### src/rtl/clock_display_scan.sv
// clock_display_scan: time-multiplexed 4-digit 7-segment driver for an HH:MM clock
//   Parameters:
//     REFRESH_DIV   clk cycles per digit slot (>= 2)
//     BLANK_CYCLES  cycles at slot start with all anodes off (< REFRESH_DIV)
//   Ports:
//     clk       in   system clock, rising edge
//     rst       in   asynchronous reset, active-low
//     enable    in   scan enable; 0 = display dark, scan frozen
//     sec_tick  in   1 Hz one-cycle pulse, toggles the colon
//     hr_high   in   hour tens (BCD)      hr_low  in  hour units (BCD)
//     min_high  in   minute tens (BCD)    min_low in  minute units (BCD)
//     seg_n     out  segments {g,f,e,d,c,b,a}, active-low
//     dp_n      out  decimal point / colon, active-low
//     an_n      out  digit anodes, active-low; [0]=min_low ... [3]=hr_high
//   Build option: HR_ZERO_BLANK_EN suppresses a leading zero in the hour tens digit.
module clock_display_scan #(
    parameter int REFRESH_DIV  = 50000,
    parameter int BLANK_CYCLES = 500
) (
    input  logic       clk,
    input  logic       rst,
    input  logic       enable,
    input  logic       sec_tick,
    input  logic [1:0] hr_high,
    input  logic [3:0] hr_low,
    input  logic [2:0] min_high,
    input  logic [3:0] min_low,
    output logic [6:0] seg_n,
    output logic       dp_n,
    output logic [3:0] an_n
);
    localparam int CW = $clog2(REFRESH_DIV);

    logic [CW-1:0] cnt;
    logic [1:0]    idx;
    logic          colon_on;
    logic          snap_valid;
    logic [1:0]    snap_hh;
    logic [3:0]    snap_hl;
    logic [2:0]    snap_mh;
    logic [3:0]    snap_ml;
    logic          slot_end;
    logic          blank;
    logic [3:0]    digit;
    logic [6:0]    seg_dec;

    always_comb begin
        slot_end = cnt == CW'(REFRESH_DIV - 1);
        blank    = cnt < CW'(BLANK_CYCLES);
        digit    = idx == 2'd0 ? snap_ml :
                   idx == 2'd1 ? {1'b0, snap_mh} :
                   idx == 2'd2 ? snap_hl : {2'b00, snap_hh};
        case (digit)
            4'd0:    seg_dec = 7'h40;
            4'd1:    seg_dec = 7'h79;
            4'd2:    seg_dec = 7'h24;
            4'd3:    seg_dec = 7'h30;
            4'd4:    seg_dec = 7'h19;
            4'd5:    seg_dec = 7'h12;
            4'd6:    seg_dec = 7'h02;
            4'd7:    seg_dec = 7'h78;
            4'd8:    seg_dec = 7'h00;
            4'd9:    seg_dec = 7'h10;
            default: seg_dec = 7'h3F;
        endcase
`ifdef HR_ZERO_BLANK_EN
        if (idx == 2'd3 && snap_hh == 2'd0) seg_dec = 7'h7F;
`else
`endif
    end

    always_ff @(posedge clk or negedge rst) begin
        if (!rst) begin
            cnt        <= '0;
            idx        <= '0;
            colon_on   <= 1'b1;
            snap_valid <= 1'b0;
            snap_hh    <= '0;
            snap_hl    <= '0;
            snap_mh    <= '0;
            snap_ml    <= '0;
            seg_n      <= 7'h7F;
            dp_n       <= 1'b1;
            an_n       <= 4'hF;
        end else begin
            if (sec_tick) colon_on <= ~colon_on;
            if (enable) begin
                cnt <= slot_end ? '0 : cnt + 1'b1;
                if (slot_end) idx <= idx + 2'd1;
                // All four digits are captured together so a frame never mixes old and new time.
                if (!snap_valid || (idx == 2'd3 && slot_end)) begin
                    snap_valid <= 1'b1;
                    snap_hh    <= hr_high;
                    snap_hl    <= hr_low;
                    snap_mh    <= min_high;
                    snap_ml    <= min_low;
                end
                an_n  <= blank ? 4'hF : ~(4'b0001 << idx);
                seg_n <= blank ? 7'h7F : seg_dec;
                dp_n  <= blank || idx != 2'd2 ? 1'b1 : ~colon_on;
            end else begin
                an_n  <= 4'hF;
                seg_n <= 7'h7F;
                dp_n  <= 1'b1;
            end
        end
    end
endmodule
### config.mk
export PLATFORM = sky130hd
export DESIGN_NAME = clock_display_scan
export DESIGN_NICKNAME = d
export VERILOG_FILES = /design/src/rtl/clock_display_scan.sv
export SDC_FILE = /design/constraint.sdc
export NUM_CORES = 1
export LEC_CHECK = 0
export BUFFER_PORTS_ARGS = -buffer_cell sky130_fd_sc_hd__buf_2
export CORE_AREA = 5 5 69 71
export CTS_CLUSTER_DIAMETER = 40
export DETAILED_ROUTE_END_ITERATION = 6
export DIE_AREA = 0 0 74 76
export PLACE_DENSITY_LB_ADDON = 0.1
export REMOVE_ABC_BUFFERS = 1
export SLEW_MARGIN = 20
export SYNTH_ARGS = -nofsm -noshare
export SYNTH_HDL_FRONTEND = slang
export SYNTH_SLANG_ARGS = --single-unit
### constraint.sdc
create_clock -name clk -period 6.5 [get_ports clk]
set_clock_uncertainty 0.2 [all_clocks]
set_input_delay 0.975 -clock clk [delete_from_list [all_inputs] [get_ports clk]]
set_output_delay 0.975 -clock clk [all_outputs]
set_load 0.005 [all_outputs]
==> flow_summary.toml, run 1 <==
[hold_path]
worstHoldStart = "snap_valid"
whs_path_depth = 1
min_path_type = "reg -> reg"
hold_path_end = "snap_valid"

[clock_network]
post_cts_buffers = 0
root_buffer = "clkbuf_8"
path_clk_slew_ns = 0.08
cts_tree = "built"
ctsResizeCount = 0
clk_latency_ns = 0.31
numCtsBuffers = 5
ctsLongestPathBuffers = 2
clock_sinks = 45
cts_hold_buf = 0
htreeDepth = 2

[place]
io_buffers = 28
gp_congestion = 0.789
dp_hpwl_mm = 2.87

[timing]
fmax_ghz = 0.393
final_max_slew_viol_count = 0
hold_ws_ns = 0.265
finalHoldViolations = 0
min_period_over_period_pct = 39.1
setup_viol = 0
tightest_slew_ns = 0.780
grt_setup_unrepaired = "no"
final.setup.tns_ns = 0
period_minus_slack_ns = 2.54
slew_headroom_pct = 47.7

[pwr]
ir_drop_mv = 0.168
powerDensity_mw_per_mm2 = 265
cellLeakagePower_nw = 1.10

[die]
die_y_um = 76
dieArea_mm2 = 0.00562
die_w_um = 74
pin_count = 29
rows = 24
initial_utilization_pct = 51.7
core_area_mm2 = 0.00417

[cells_and_area]
n_antenna_cell = 0
nets = 235
final_common_cell = "dfrtp_1"
drive_gt1_share_pct = 31.6
area_growth_pct = 13.9
mostFrequentLayoutCells = "dfrtp_1 (32), buf_2 (27), nand2_1 (17)"

[setup_path]
path_common_cell = "ha_1"
path_cells = "inv_1 > ha_1 > nor2_1 > a221oi_1 > ha_1 > a21oi_1 > a311o_1"
worstReg2RegEnd = "seg_n[3]"
r2r_cells = 7
r2r-start = "idx[0]"
cp_slowest_cell = "a221oi_1"
critPathRequiredTime_ns = 6.55
crit_path_max_incr_delay_ns = 0.63
cp-end-kind = "flop"
r2r_setup_slack_ns = 3.96
cp_data_arrival_time_ns = 2.59
path_max_fanout = 11
path_class = "reg -> reg"
startpoint_type = "flop"

[global_route]
grt_pass1_wl_mm = 7.01
grt_max_degree = 46
grt_overflow = 0
antenna_found_initial = 0
track_usage_pct = 15.9
grt_pass1_vias = 1564

[yosys]
ys_seq_area_share_pct = 52.9
synthArstFlopShare_pct = 100
netlist_area_mm2 = 0.00216
synth_edf_count = 0
ys.flop_type = "dfrtp_1"
synth_area_per_cell_um2 = 11.9
yosys_warnings = 0
ys_seq_elements = 45
syn_inst = 182
yosysUniqueCellTypes = 44

[route]
drc = 0
post_drt_via_cell_ratio = 5.54
wl_met3_um = 213
wl_per_cell_um = 14.9
antenna_left = 0
wl_mm = 3.93
vias = 1462
wl_met1_mm = 1.75
top_layer = "met4"
dr_wl_met2_mm = 1.86
first_pass_iters = 4
drt_iter0_drc = 105

[flow_run]
drv_cap = 0

[run_status]
outcome = "finished, final reports clean"
==> worst max path at each step <==
stage | cells past startpoint | start | end
finish | 7 | idx[0] | seg_n[3]
global route | 7 | idx[0] | seg_n[1]
floorplan | 4 | enable | seg_n[3]
global placement | 5 | enable | seg_n[3]
CTS | 9 | idx[0] | seg_n[3]
detailed placement | 5 | enable | seg_n[3]
==> power by group <==
group,leakage (nW),switching (mW),internal [mW]
combinational,0.497,0.0303,0.0356
clock,0.0681,0.0961,0.153
sequential,0.538,0.0263,0.310
==> routing by layer <==
metal	vias to the layer above	GRT usage [%]
met5	-	0
li1	694	-
met4	0	7.97
met1	721	20.9
met2	37	24.7
met3	10	3.03
==> stage by stage <==
stage               std cells  cell area, um^2  setup slack (ns)  total power [mW]  utilization [%]
finish                    264             2460              3.96             0.651             58.9
global route              264             2460              3.75             0.680             58.9
CTS                       264             2460              3.98             0.658             58.9
detailed placement        256             2320              3.79             0.407             55.7
global placement          256             2320              3.55             0.402             55.7
floorplan                 176             2120              4.10             0.381                -
==> kinds of logic after synthesis <==
group	after synthesis	synth area share, %
muxes	16	9.91
DFF	45	52.9
xor gates and xnor gates	14	5.68
adders and majority gates	7	4.06
AOI/OAI and AO/OA	29	9.33
and+or+nand+nor	57	14.8
buffers and inverters	14	3.30
==> flip-flops by register name, indices dropped and copies added, names as in the netlist <==
| name | count |
|---|---|
| snap_ml | 4 |
| cnt | 16 |
| dp_n | 1 |
| snap_hh | 2 |
| snap_mh | 3 |
| snap_valid | 1 |
| idx | 2 |
| seg_n | 7 |
| snap_hl | 4 |
| an_n | 4 |
| colon_on | 1 |
==> worst max-delay path, delay by kind of cell, from the launching register on <==
| kind | cells | cell delay (ns) |
|---|---|---|
| buf+inv | 1 | 0.14 |
| simple gates | 1 | 0.07 |
| compound gates | 3 | 0.90 |
| fa+ha+maj | 2 | 0.77 |
| flops | 1 | 0.40 |
==> layout make-up <==
type	instances	area (um^2)
well taps	52	65.1
flip-flops and latches	45	1140
clock inverters	3	65.1
multi-input cells	123	946
clock buffers	5	68.8
repair buffers	28	143
fillers	362	1710
inverters	8	30.0
==> synthesized netlist by cell type (2+ instances only) <==
cell type	count	area share, %
dfrtp_1	32	37
nor2b_1	4	1.2
and3_1	4	1.2
nor3_1	2	0.46
mux2_4	10	7.0
nand3_1	6	1.4
a21oi_1	5	1.2
nand2_1	17	3.0
xor2_1	4	1.6
and4_1	2	0.81
xnor2_1	10	4.1
nand3b_1	3	1.0
clkbuf_1	4	0.70
o21a_1	2	0.70
ha_1	7	4.1
nor2_1	8	1.4
mux2i_1	3	1.4
dfstp_2	13	16
nand4_1	3	0.87
a22o_1	2	0.81
mux2_2	3	1.6
inv_1	8	1.4
o21ai_0	9	2.1
No activity file was read; power rests on OpenSTA's default activity.
==> run 2, diff against run 1 <==
--- a/config.mk
+++ b/config.mk
@@ -6,10 +6,10 @@
 export NUM_CORES = 1
 export LEC_CHECK = 0
 export BUFFER_PORTS_ARGS = -buffer_cell sky130_fd_sc_hd__buf_2
-export CORE_AREA = 5 5 69 71
+export CORE_AREA = 5 5 72 74
 export CTS_CLUSTER_DIAMETER = 40
 export DETAILED_ROUTE_END_ITERATION = 6
-export DIE_AREA = 0 0 74 76
+export DIE_AREA = 0 0 77 79
 export PLACE_DENSITY_LB_ADDON = 0.1
 export REMOVE_ABC_BUFFERS = 1
 export SLEW_MARGIN = 20
==> constraint.sdc (replaced) <==
create_clock -name clk -period 2.2 [get_ports clk]
set_clock_uncertainty 0.2 [all_clocks]
set_input_delay 0.33 -clock clk [delete_from_list [all_inputs] [get_ports clk]]
set_output_delay 0.33 -clock clk [all_outputs]
set_load 0.005 [all_outputs]
==> flow_summary.toml, run 2 (synthesized netlist as in run 1, its figures left out) <==
[clock_network]
htreeDepth = 2
path_clk_slew_ns = 0.08
clock_sinks = 45
numCtsBuffers = 5
root_buffer = "clkbuf_8"
ctsLongestPathBuffers = 2
clk_latency_ns = 0.30
cts_tree = "built"

[cells_and_area]
fill_cells = 381
largest_register = "cnt"
drive_gt1_share_pct = 41.6
nets = 261
n_antenna_cell = 0
final_area_mm2 = 0.00270
final_cells = 292
final_common_cell = "dfrtp_1"
reg_top3 = "cnt (16), seg_n (7)"
largest_register_ffs = 16
area_growth_pct = 24.8
mostFrequentLayoutCells = "dfrtp_1 (31), buf_2 (28), buf_4 (22)"

[die]
core_area_mm2 = 0.00454
pin_count = 29
die_w_um = 77
rows = 25
die_y_um = 79
dieArea_mm2 = 0.00608
initial_utilization_pct = 47.6

[pwr]
cellLeakagePower_nw = 1.22
powerDensity_mw_per_mm2 = 658
switching_share_pct = 25.6
ir_drop_mv = 0.357
p_int_mw = 1.32
comb_power_share_pct = 14.9
p_seq_share_pct = 55.3
switching_power_mw = 0.454
clock_power_share_pct = 29.8

[global_route]
antenna_found_initial = 0
grt_pass1_vias = 1615
grt_max_degree = 24
grt_overflow = 0
track_usage_pct = 15.4
grt_pass1_wl_mm = 7.53

[route]
drt_iter0_drc = 44
first_pass_iters = 4
antenna_left = 0
drc = 0
wl_per_cell_um = 14.9
wl_mm = 4.36
vias = 1548
post_drt_via_cell_ratio = 5.30

[setup_path]
crit_path_max_incr_delay_ns = 0.56
cp_slowest_cell = "or4_4"
startpoint_type = "flop"
path_class = "reg -> reg"
critPathRequiredTime_ns = 2.18
cp_data_arrival_time_ns = 2.15
critical_path.top_delay_family = "simple AND/OR/NAND/NOR gates"
path_cells = "or4_4 > nor4_4 > and2_4 > a21oi_4 > mux2_4"
cp-end-kind = "flop"
critPathBufInv = 0
path_max_fanout = 7

[timing]
period_minus_slack_ns = 2.16
final_max_slew_viol_count = 0
fin_ws_ns = 0.0366
hold_ws_ns = 0.0609
setup_viol = 0
fmax_ghz = 0.462
min_period_over_period_pct = 98.3
slew_headroom_pct = 66.4
finalHoldViolations = 0
grt_setup_unrepaired = "yes"
tightest_slew_ns = 0.504

[flow_run]
drv_cap = 0

[place]
io_buffers = 28
place_ws_ns = -0.0345
gp_congestion = 0.800
dpl_cell_area_mm2 = 0.00250
place_inst = 280
dp_hpwl_mm = 3.23

[run_status]
outcome = "finished, final reports clean"

[hold_path]
min_path_type = "in -> reg"
-- run 2: cell type report --
cell class	count	area, um^2	area share, %
Sequential cell	45	1140	42.4
Clock buffer	8	90.1	3.34
Inverter	8	30.0	1.11
Tap cell	54	67.6	2.51
Timing Repair Buffer	53	345	12.8
Multi-Input combinational cell	124	1020	37.8
-- run 2: power by group through the flow --
stage               logic [mW]  registers [mW]  clock network, mW
floorplan                0.138           0.987                  0
global placement         0.245           0.991                  0
detailed placement       0.259           0.993                  0
CTS                      0.266           0.980              0.539
global route             0.297           0.998              0.576
finish                   0.264           0.981              0.528
-- run 2: path summary, 6_finish.rpt --
| path | start | to | slack [ns] | cells after the start |
|---|---|---|---|---|
| setup / recovery | cnt[11] | snap_ml[1] | 0.04 | 5 |
| hold / removal | min_low[0] | snap_ml[0] | 0.06 | 2 |
| setup reg to reg | cnt[11] | snap_ml[1] | 0.04 | 5 |
| hold reg to reg | colon_on | dp_n | 0.28 | 1 |
| max in group asynchronous | rst | an_n[3] | 0.89 | 3 |
| min in group asynchronous | rst | cnt[6] | 0.34 | 2 |
-- run 2: what timing repair did --
action,CTS,global route
gates resized for setup,8,7
hold endpoints to repair,11,0
endpoints found under the setup margin,15,12
hold buffers,2,0
setup buffers,0,1
cloned,1,0
pin swaps,2,3
-- run 2: per-stage QoR --
stage | total power, mW | TNS (ns) | utilization, %
2_1_floorplan | 1.12 | -1.15 | -
6_report | 1.77 | 0 | 59.4
4_1_cts | 1.78 | 0 | 58.5
3_3_place_gp | 1.24 | 0 | 55.2
3_5_place_dp | 1.25 | -0.326 | 55.2
5_1_grt | 1.87 | -0.256 | 59.4
-- run 2: per-layer routing --
layer	GRT usage, %	routed length [um]
met5	0	0
met4	5.67	80
met3	4.20	184
met2	25.4	2150
met1	19.5	1940
==> run 3, diff against run 2 <==
--- a/config.mk
+++ b/config.mk
@@ -5,11 +5,12 @@
 export SDC_FILE = /design/constraint.sdc
 export NUM_CORES = 1
 export LEC_CHECK = 0
+export ABC_AREA = 1
 export BUFFER_PORTS_ARGS = -buffer_cell sky130_fd_sc_hd__buf_2
-export CORE_AREA = 5 5 72 74
+export CORE_AREA = 5 5 74 76
 export CTS_CLUSTER_DIAMETER = 40
 export DETAILED_ROUTE_END_ITERATION = 6
-export DIE_AREA = 0 0 77 79
+export DIE_AREA = 0 0 79 81
 export PLACE_DENSITY_LB_ADDON = 0.1
 export REMOVE_ABC_BUFFERS = 1
 export SLEW_MARGIN = 20
==> flow_summary.toml, run 3 <==
[clock_network]
ctsLongestPathBuffers = 2
path_clk_slew_ns = 0.08
htreeDepth = 2
clock_sinks = 45
numCtsBuffers = 5
root_buffer = "clkbuf_8"
clk_latency_ns = 0.29
cts_tree = "built"

[timing]
period_minus_slack_ns = 2.05
final.setup.tns_ns = 0
min_period_over_period_pct = 93.2
setup_viol = 0
final_max_slew_viol_count = 0
finalHoldViolations = 0
tightest_slew_ns = 0.613
grt_setup_unrepaired = "no"
slew_headroom_pct = 59.0
fmax_ghz = 0.488

[yosys]
synth_edf_count = 0
yosysUniqueCellTypes = 30
synth_area_leaders = "dfrtp_1 (33%), dfstp_2 (14%), nand2_1 (12%)"
ys.flop_type = "dfrtp_1"
synth_area_per_cell_um2 = 8.35
synth_top_cell_area_share_pct = 33.4
netlist_area_mm2 = 0.00240
synth_commonest_cells = "nand2_1 (76), nand3_1 (44), inv_1 (33)"
yosysMostFrequentCell = "nand2_1"
ys_seq_area_share_pct = 47.7
yosys_warnings = 0
ys_seq_elements = 45
syn_inst = 287
yosys.area.top_type = "dfrtp_1"
synthArstFlopShare_pct = 100

[setup_path]
critPathRequiredTime_ns = 2.24
critPathBufInv = 4
r2r_setup_slack_ns = 0.15
worstReg2RegEnd = "seg_n[3]"
cp_slowest_cell = "dfrtp_1"
r2r_cells = 12
cp-end-kind = "flop"
critical_path.top_delay_family = "simple AND/OR/NAND/NOR gates"
path_max_fanout = 6
cp_data_arrival_time_ns = 2.09
path_cells = "inv_1 > ha_2 > inv_2 > or2_1 > nand2_2 > inv_1 > ha_1 > inv_1 > nand2_1 > nand2_1 > nand2_1 > nand2_1"
startpoint_type = "flop"
path_class = "reg -> reg"
path_common_cell = "nand2_1"
crit_path_max_incr_delay_ns = 0.41
r2r-start = "idx[0]"

[route]
wl_mm = 4.53
post_drt_via_cell_ratio = 4.94
first_pass_iters = 4
drt_iter0_drc = 60
wl_per_cell_um = 12.0
drc = 0
vias = 1863
antenna_left = 0

[global_route]
track_usage_pct = 16.1
grt_pass1_wl_mm = 8.18
grt_max_degree = 26
grt_overflow = 0
antenna_found_initial = 0
grt_pass1_vias = 1755

[hold_path]
min_path_type = "in -> reg"
worstHoldStart = "hr_low[0]"
hold_path_end = "snap_hl[0]"
whs_path_depth = 3

[cells_and_area]
drive_gt1_share_pct = 26.0
reg_top3 = "cnt (16), seg_n (7)"
largest_register_ffs = 16
nets = 346
mostFrequentLayoutCells = "nand2_1 (76), nand3_1 (44), inv_1 (33)"
largest_register = "cnt"
area_growth_pct = 14.4
final_common_cell = "nand2_1"
final_cells = 377
fill_cells = 440
n_antenna_cell = 0

[pwr]
ir_drop_mv = 0.334
switching_power_mw = 0.466
cellLeakagePower_nw = 1.41
clock_power_share_pct = 33.7
p_int_mw = 1.33
comb_power_share_pct = 12.4
p_seq_share_pct = 53.9
powerDensity_mw_per_mm2 = 655
switching_share_pct = 26.0

[place]
place_inst = 366
dp_hpwl_mm = 3.46
gp_congestion = 0.837
io_buffers = 28

[die]
initial_utilization_pct = 51.4
die_y_um = 81
pin_count = 29
dieArea_mm2 = 0.00640
rows = 25
core_area_mm2 = 0.00466
die_w_um = 79

[run_status]
outcome = "finished, final reports clean"

[flow_run]
drv_cap = 0
==> run 3: timing repair <==
item | in CTS | in global routing
endpoints found under the hold margin | 8 | 0
endpoints found under the setup margin | 0 | 1
setup buffers | 0 | 1
hold buffers | 2 | 0
resized for setup | 0 | 2
==> run 3: worst min-delay path, stage by stage <==
cell and delay, ns:
buf_2 0.07, nand3_1 0.06, nand2_1 0.05
==> run 3: metal layers <==
| layer | routed length, um | GRT usage (%) | vias to the layer above |
|---|---|---|---|
| met5 | 0 | 0 | - |
| met4 | 50 | 4.64 | 0 |
| met3 | 210 | 4.32 | 5 |
| met2 | 1940 | 24.9 | 30 |
| met1 | 2320 | 22.2 | 847 |
| li1 | - | - | 981 |
==> run 3: power groups by stage <==
stage,Clock [mW],Sequential (mW),Combinational (mW)
after floorplan,0,0.971,0.144
after global placement,0,0.981,0.221
after detailed placement,0,0.983,0.222
after CTS,0.630,0.968,0.226
after global routing,0.669,0.978,0.268
final,0.606,0.967,0.222
==> run 3: cell type report <==
type                       instances  area [um^2]  area share [%]
sequential                        45         1140            41.7
timing repair buffer              35          210            7.67
inverter                          39          146            5.34
tap                               54         67.6            2.47
clock buffer                       5         68.8            2.51
multi-input combinational        196         1060            38.8
clock inverter                     3         41.3            1.51
==> run 3: how the worst max path moves through the flow <==
stage	startpoint	slack, ns	endpoint	cells past startpoint
floorplan	idx[0]	0.23	seg_n[3]	12
global placement	idx[0]	0.25	seg_n[3]	12
detailed placement	idx[0]	0.16	seg_n[3]	12
CTS	idx[0]	0.14	seg_n[3]	12
global route	idx[0]	0.01	seg_n[3]	14
finish	idx[0]	0.15	seg_n[3]	12
==> run 3: through the flow <==
step	power [mW]	cell area, um^2	hold slack [ns]	setup slack [ns]	util (%)
floorplan	1.11	2350	-0.166	0.232	-
global placement	1.20	2600	0.109	0.250	55.7
detailed placement	1.20	2600	0.111	0.165	55.7
CTS	1.82	2730	0.0491	0.136	58.5
global route	1.91	2740	0.0418	0.0107	58.8
finish	1.79	2740	0.0544	0.149	58.8
==> run 3: cell families after synthesis <==
logic type | Yosys count | synth area share [%]
and+or+nand+nor | 166 | 34.4
buffers and inverters | 46 | 8.15
DFF | 45 | 47.7
AOI/OAI and AO/OA | 16 | 3.60
xor gates and xnor gates | 7 | 2.56
adders and majority gates | 7 | 3.66
